**config.mk**
```make
export PLATFORM = sky130hd
export DESIGN_NAME = alu_seq
export DESIGN_NICKNAME = d
export VERILOG_FILES = /design/src/rtl/alu_pkg.sv /design/src/rtl/alu_mul_seq.sv /design/src/rtl/alu_seq.sv
export SDC_FILE = /design/constraint.sdc
export NUM_CORES = 1
export LEC_CHECK = 0
export CORE_MARGIN = 8
export CORE_UTILIZATION = 35
export DETAILED_ROUTE_END_ITERATION = 7
export GPL_TIMING_DRIVEN = 0
export HOLD_SLACK_MARGIN = 0.15
export SYNTH_ARGS = -nofsm -noshare
export SYNTH_HDL_FRONTEND = slang
export SYNTH_HIERARCHICAL = 1
export SYNTH_SLANG_ARGS = --single-unit
```
**constraint.sdc**
```tcl
create_clock -name clk -period 4.3 [get_ports clk]
set_input_delay 1.29 -clock clk [delete_from_list [all_inputs] [get_ports clk]]
set_output_delay 1.29 -clock clk [all_outputs]
set_load 0.1 [all_outputs]
```
**src/rtl/alu_pkg.sv**
```systemverilog
// Shared opcodes, FSM state and status-flag bit positions for the sequential ALU.
package alu_pkg;

  localparam logic [2:0] OP_ADD = 3'b000;
  localparam logic [2:0] OP_SUB = 3'b001;
  localparam logic [2:0] OP_AND = 3'b010;
  localparam logic [2:0] OP_NOT = 3'b011;
  localparam logic [2:0] OP_OR  = 3'b100;
  localparam logic [2:0] OP_XOR = 3'b101;
  localparam logic [2:0] OP_MUL = 3'b110;
  localparam logic [2:0] OP_CMP = 3'b111;

  localparam int FLAG_Z = 0;
  localparam int FLAG_N = 1;
  localparam int FLAG_V = 2;

  typedef enum logic {
    IDLE = 1'b0,
    MUL  = 1'b1
  } state_t;

endpackage

```
**src/rtl/alu_mul_seq.sv**
```systemverilog
// Iterative shift-add multiplier: one partial product per cycle, N cycles after start.
// product is the combinational next accumulator so the owner can capture it on the done cycle.
module alu_mul_seq
  import alu_pkg::*;
#(
  parameter int N  = 16,
  parameter int CW = $clog2(N) + 1
) (
  input  logic           clk,
  input  logic           reset,
  input  logic           start,
  input  logic [N-1:0]   a,
  input  logic [N-1:0]   b,
  output logic           done,
  output logic [2*N-1:0] product
);

  logic           busy;
  logic [CW-1:0]  count;
  logic [2*N-1:0] acc;
  logic [2*N-1:0] mcand;
  logic [N-1:0]   mplier;

  always_comb begin
    product = mplier[0] ? (acc + mcand) : acc;
    done    = busy && (count == CW'(N - 1));
  end

  always_ff @(posedge clk) begin
    if (reset) begin
      busy   <= 1'b0;
      count  <= '0;
      acc    <= '0;
      mcand  <= '0;
      mplier <= '0;
    end else if (start) begin
      busy   <= 1'b1;
      count  <= '0;
      acc    <= '0;
      mcand  <= {{N{1'b0}}, a};
      mplier <= b;
    end else if (busy) begin
      acc    <= product;
      mcand  <= mcand << 1;
      mplier <= mplier >> 1;
      if (done) begin
        busy  <= 1'b0;
        count <= '0;
      end else begin
        count <= count + CW'(1);
      end
    end
  end

endmodule

```
**src/rtl/alu_seq.sv**
```systemverilog
// Registered ALU with valid/ready intake; single-cycle ops complete in one cycle,
// MUL hands off to the iterative multiplier and blocks intake until it finishes.
module alu_seq
  import alu_pkg::*;
#(
  parameter int N  = 16,
  parameter int CW = $clog2(N) + 1
) (
  input  logic         clk,
  input  logic         reset,
  input  logic         in_valid,
  output logic         in_ready,
  input  logic [N-1:0] ain,
  input  logic [N-1:0] bin,
  input  logic [2:0]   aluop,
  output logic         out_valid,
  output logic [N-1:0] result,
  output logic         wr_en,
  output logic [2:0]   statusout
);

  state_t         state;
  logic [N-1:0]   op_res;
  logic           op_v;
  logic [2:0]     op_flags;
  logic [N-1:0]   sum;
  logic [N-1:0]   diff;
  logic           mul_start;
  logic           mul_done;
  logic [2*N-1:0] mul_prod;
  logic [2:0]     mul_flags;

  assign in_ready  = (state == IDLE);
  assign mul_start = in_valid && in_ready && (aluop == OP_MUL);

  alu_mul_seq #(.N(N), .CW(CW)) u_mul (
    .clk     (clk),
    .reset   (reset),
    .start   (mul_start),
    .a       (ain),
    .b       (bin),
    .done    (mul_done),
    .product (mul_prod)
  );

  always_comb begin
    sum    = ain + bin;
    diff   = ain - bin;
    op_res = '0;
    op_v   = 1'b0;
    case (aluop)
      OP_ADD: begin
        op_res = sum;
        op_v   = (ain[N-1] == bin[N-1]) && (sum[N-1] != ain[N-1]);
      end
      OP_SUB, OP_CMP: begin
        op_res = diff;
        op_v   = (ain[N-1] != bin[N-1]) && (diff[N-1] != ain[N-1]);
      end
      OP_AND:  op_res = ain & bin;
      OP_NOT:  op_res = ~bin;
      OP_OR:   op_res = ain | bin;
      OP_XOR:  op_res = ain ^ bin;
      default: op_res = '0;
    endcase
    op_flags         = '0;
    op_flags[FLAG_Z] = (op_res == '0);
    op_flags[FLAG_N] = op_res[N-1];
    op_flags[FLAG_V] = op_v;
    // Overflow on MUL means the low half alone does not represent the product.
    mul_flags         = '0;
    mul_flags[FLAG_Z] = (mul_prod[N-1:0] == '0);
    mul_flags[FLAG_N] = mul_prod[N-1];
    mul_flags[FLAG_V] = |mul_prod[2*N-1:N];
  end

  always_ff @(posedge clk) begin
    if (reset) begin
      state     <= IDLE;
      out_valid <= 1'b0;
      wr_en     <= 1'b0;
      result    <= '0;
      statusout <= '0;
    end else begin
      out_valid <= 1'b0;
      wr_en     <= 1'b0;
      case (state)
        IDLE: begin
          if (in_valid) begin
            if (aluop == OP_MUL) begin
              state <= MUL;
            end else begin
              out_valid <= 1'b1;
              wr_en     <= (aluop != OP_CMP);
              statusout <= op_flags;
              // CMP only updates flags; the result register keeps the last writeback value.
              if (aluop != OP_CMP) result <= op_res;
            end
          end
        end
        MUL: begin
          if (mul_done) begin
            state     <= IDLE;
            out_valid <= 1'b1;
            wr_en     <= 1'b1;
            result    <= mul_prod[N-1:0];
            statusout <= mul_flags;
          end
        end
        default: state <= IDLE;
      endcase
    end
  end

endmodule

```
==> impl_metrics.json, run 1 <==
{
  "drt_wl_total_um": 32010,
  "status": "finished clean",
  "hold_viol": 0,
  "maxSlewHeadroom_pct": 32.13,
  "numCtsBuffers": 9,
  "grt_pass1_wl_um": 50310,
  "ant_nets": 0,
  "multiInputGateArea_um2": 6997,
  "hold_buffers": 0,
  "ys_warn_count": 6,
  "syn_inst": 1219,
  "min_period_ns": 4.234,
  "worst_slew_pin_slew_ns": 1.015,
  "initial_core_util_pct": 35.27,
  "cp_top_family": "simple AND/OR/NAND/NOR gates",
  "antenna_cells": 0,
  "critPathLaunchType": "primary input",
  "die_x_um": 179.9,
  "cp.required_ns": 4.60,
  "rsz0062_at_grt": "yes",
  "r2r_slack_ns": 0.26,
  "drive_above_1_share_pct": 11.16,
  "min_path_type": "reg -> reg",
  "fin_crit_sh_pct": 98.47,
  "htreeDepth": 3,
  "clkLatencyLatePin_ns": 0.36,
  "grt.overflow.total": 0,
  "arrival_ns": 4.53,
  "leakagePower_nw": 4.506,
  "dr.first_iter.drc_count": 767,
  "io_pins": 60,
  "core_um2": 26650,
  "grt_max_degree": 22,
  "dpl.hpwl_um": 25060,
  "finalClockSkew_ns": 0.01947,
  "regArea_um2": 2162,
  "avgSynthCellArea_um2": 7.711,
  "route.detailed.drc": 0,
  "syn_to_final_growth_pct": 17.72,
  "clk_path_buf_depth": 2,
  "path_cells": "clkdlybuf4s50_1 -> inv_1 -> ha_2 -> nand4_1 -> or3_4 -> a311o_1 -> o21a_1 -> mux2i_2 -> nor4_2 -> or3_1 -> a21oi_1",
  "finalMaxSlewViolations": 0,
  "finalNetCount": 1417,
  "p_total_mw": 2.764,
  "synth_top_cell_by_area": "dfxtp_1",
  "cts_tree": "yes",
  "p_per_area_nw_per_um2": 249.8,
  "ir_drop_uv": 199.1,
  "syn_area_um2": 9400,
  "finalSetupViolations": 0,
  "design_area_um2": 11070,
  "grt_pass1_vias": 8760,
  "die_area_um2": 32360,
  "path_buf_inv": 2,
  "synth_edf_count": 0,
  "rows": 60,
  "ys_ff_latch": 108,
  "dr.pass1.iters": 5,
  "ys.flop_type": "dfxtp_1",
  "grtUsageTotal_pct": 19.24,
  "cts_root_buf": "clkbuf_16",
  "avgRoutedWirePerCell_um": 19.52,
  "synth_top_area_share_pct": 23.00,
  "yosysSeqAreaShare_pct": 23.00,
  "crit_fanout": 7,
  "cap_violations": 0,
  "cpPeakStageDelay_ns": 0.58,
  "critPathSlowestCell": "clkdlybuf4s50_1",
  "max_freq_mhz": 236.2,
  "synthTopCellsByArea": "dfxtp_1, ha_1, mux2i_1",
  "via_per_inst": 5.750,
  "endpoint_kind": "register",
  "fillers": 2738,
  "antenna_found_initial": 0,
  "worst-setup-path-type": "in -> reg",
  "die_h_um": 179.9,
  "yosysUniqueCellTypes": 97,
  "port_buffers": 59,
  "num_vias": 9430,
  "cts_num_sinks": 108,
  "async_flop_share_pct": 0,
  "place_area_um2": 10420,
  "syn_nets": 1342,
  "clkTransAtPathRegs_ns": 0.09,
  "gp_congestion": 0.9140
}
[tightest hold or removal path: stages (launching register included)]
cell     delay, ns
dfxtp_1       0.32
nand2_1       0.05
a21oi_1       0.05
[cell families after synthesis]
family | share of synthesized area (%)
simple gates | 22.11
compound gates | 23.61
buf+inv | 5.617
flops | 23.00
mux | 11.21
fa+ha+maj | 11.66
xor+xnor | 2.795
[cell usage after synthesis, types with 4 or more instances]
cell type / instances
nor3b_1: 4
a221oi_1: 8
a211oi_1: 17
o21ai_0: 43
or2_2: 5
o21ai_1: 7
o31a_1: 4
a211o_1: 4
a21o_1: 14
nand2b_1: 15
a221o_1: 4
mux2_2: 26
ha_1: 82
a31oi_1: 6
nand4_1: 9
inv_1: 62
mux2i_1: 76
o311ai_0: 4
a21oi_1: 112
nand3_1: 18
nor3_1: 25
clkbuf_1: 36
nor2_1: 180
nor4b_1: 4
a32oi_1: 4
buf_1: 13
and3_1: 8
nand3b_1: 7
dfxtp_1: 108
o211ai_1: 15
and2_1: 6
o221ai_1: 5
nor4_1: 16
or3_1: 12
o21a_1: 17
or4_1: 4
nand2_1: 97
xnor2_1: 19
o22ai_1: 9
xor2_1: 11
nor2b_1: 9
buf_2: 10
[timing repair]
item,CTS,global route
resized for setup,45,39
endpoints found under the setup margin,84,46
hold endpoints to repair,0,0
setup buffers,2,3
pin swaps,2,7
[where the power goes]
group,switching (mW),internal (mW)
clock,0.450,0.416
sequential,0.0177,1.03
combinational,0.565,0.289
[cell type report]
cell class	instances	share of cell area (%)
repair buffers	64	5.733
inverters	66	2.239
clock buffers	9	2.035
plain buffers	64	2.646
flip-flops and latches	108	19.54
multi-input cells	981	63.23
well taps	341	3.856
clock inverters	7	0.7237
[cells in the final DEF, fill, tap and decap left out, drive strengths merged, types with 17 or more instances in the layout]
cell type	synthesis	layout
a211oi	19	19
a21oi	113	113
buf	25	29
clkbuf	39	49
clkdlybuf4s50	0	40
dfxtp	108	108
ha	82	82
inv	65	68
mux2	26	26
mux2i	76	76
nand2	97	97
nand3	19	19
nor2	181	181
nor3	25	25
o21a	17	17
o21ai	51	51
xnor2	19	19
[layer usage]
layer	wire (um)	vias to the layer above	part of all wire, %	global-route usage, %
met5	0	-	0	0
met4	613	0	1.9	5.235
met3	2145	40	6.7	2.742
met2	14070	366	44	30.57
met1	15180	4471	47	26.74
li1	-	4553	-	-
[path summary, 6_finish.rpt]
| kind | depth (start not counted) | from | endpoint |
|---|---|---|---|
| hold reg to reg | 2 | result[14]$_SDFFE_PP0P_ | result[14]$_SDFFE_PP0P_ |
| setup / recovery | 11 | bin[8] | result[15]$_SDFFE_PP0P_ |
| hold / removal | 2 | result[14]$_SDFFE_PP0P_ | result[14]$_SDFFE_PP0P_ |
| setup reg to reg | 14 | u_mul/mcand[0]$_SDFFE_PP0P_ | statusout[2]$_SDFFE_PP0P_ |
[through the flow]
stage                     setup WS (ns)  TNS [ns]  util (%)  instances  hold WS [ns]
after floorplan                  0.3479         0         -       1219        0.4511
after detailed placement         -1.199    -71.73     39.09       1619        0.4451
after global placement           -1.183    -71.66     39.09       1619        0.4452
after CTS                     0.0002212         0     40.90       1637        0.4594
final                           0.06579         0     41.52       1640        0.4586
after global routing           -0.03805  -0.03805     41.52       1640        0.4841
[sequential cells by signal (all words and copies together), names as in the netlist]
register,cells
u_mul/mcand,32
statusout,3
u_mul/mplier,16
wr_en,1
result,16
u_mul/count,5
state,1
u_mul/acc,32
out_valid,1
u_mul/busy,1
Note: power is estimated with default switching activity, not from simulation.
==> run 2: changes to the inputs <==
--- a/constraint.sdc
+++ b/constraint.sdc
@@ -3,2 +3,2 @@
 set_output_delay 1.29 -clock clk [all_outputs]
-set_load 0.1 [all_outputs]
+set_load 0.02 [all_outputs]
==> results of run 2 <==
The final DEF is identical to that of run 1. Status: finished clean.
Main changes from that run: total power 2.764 mW -> 2.665 mW
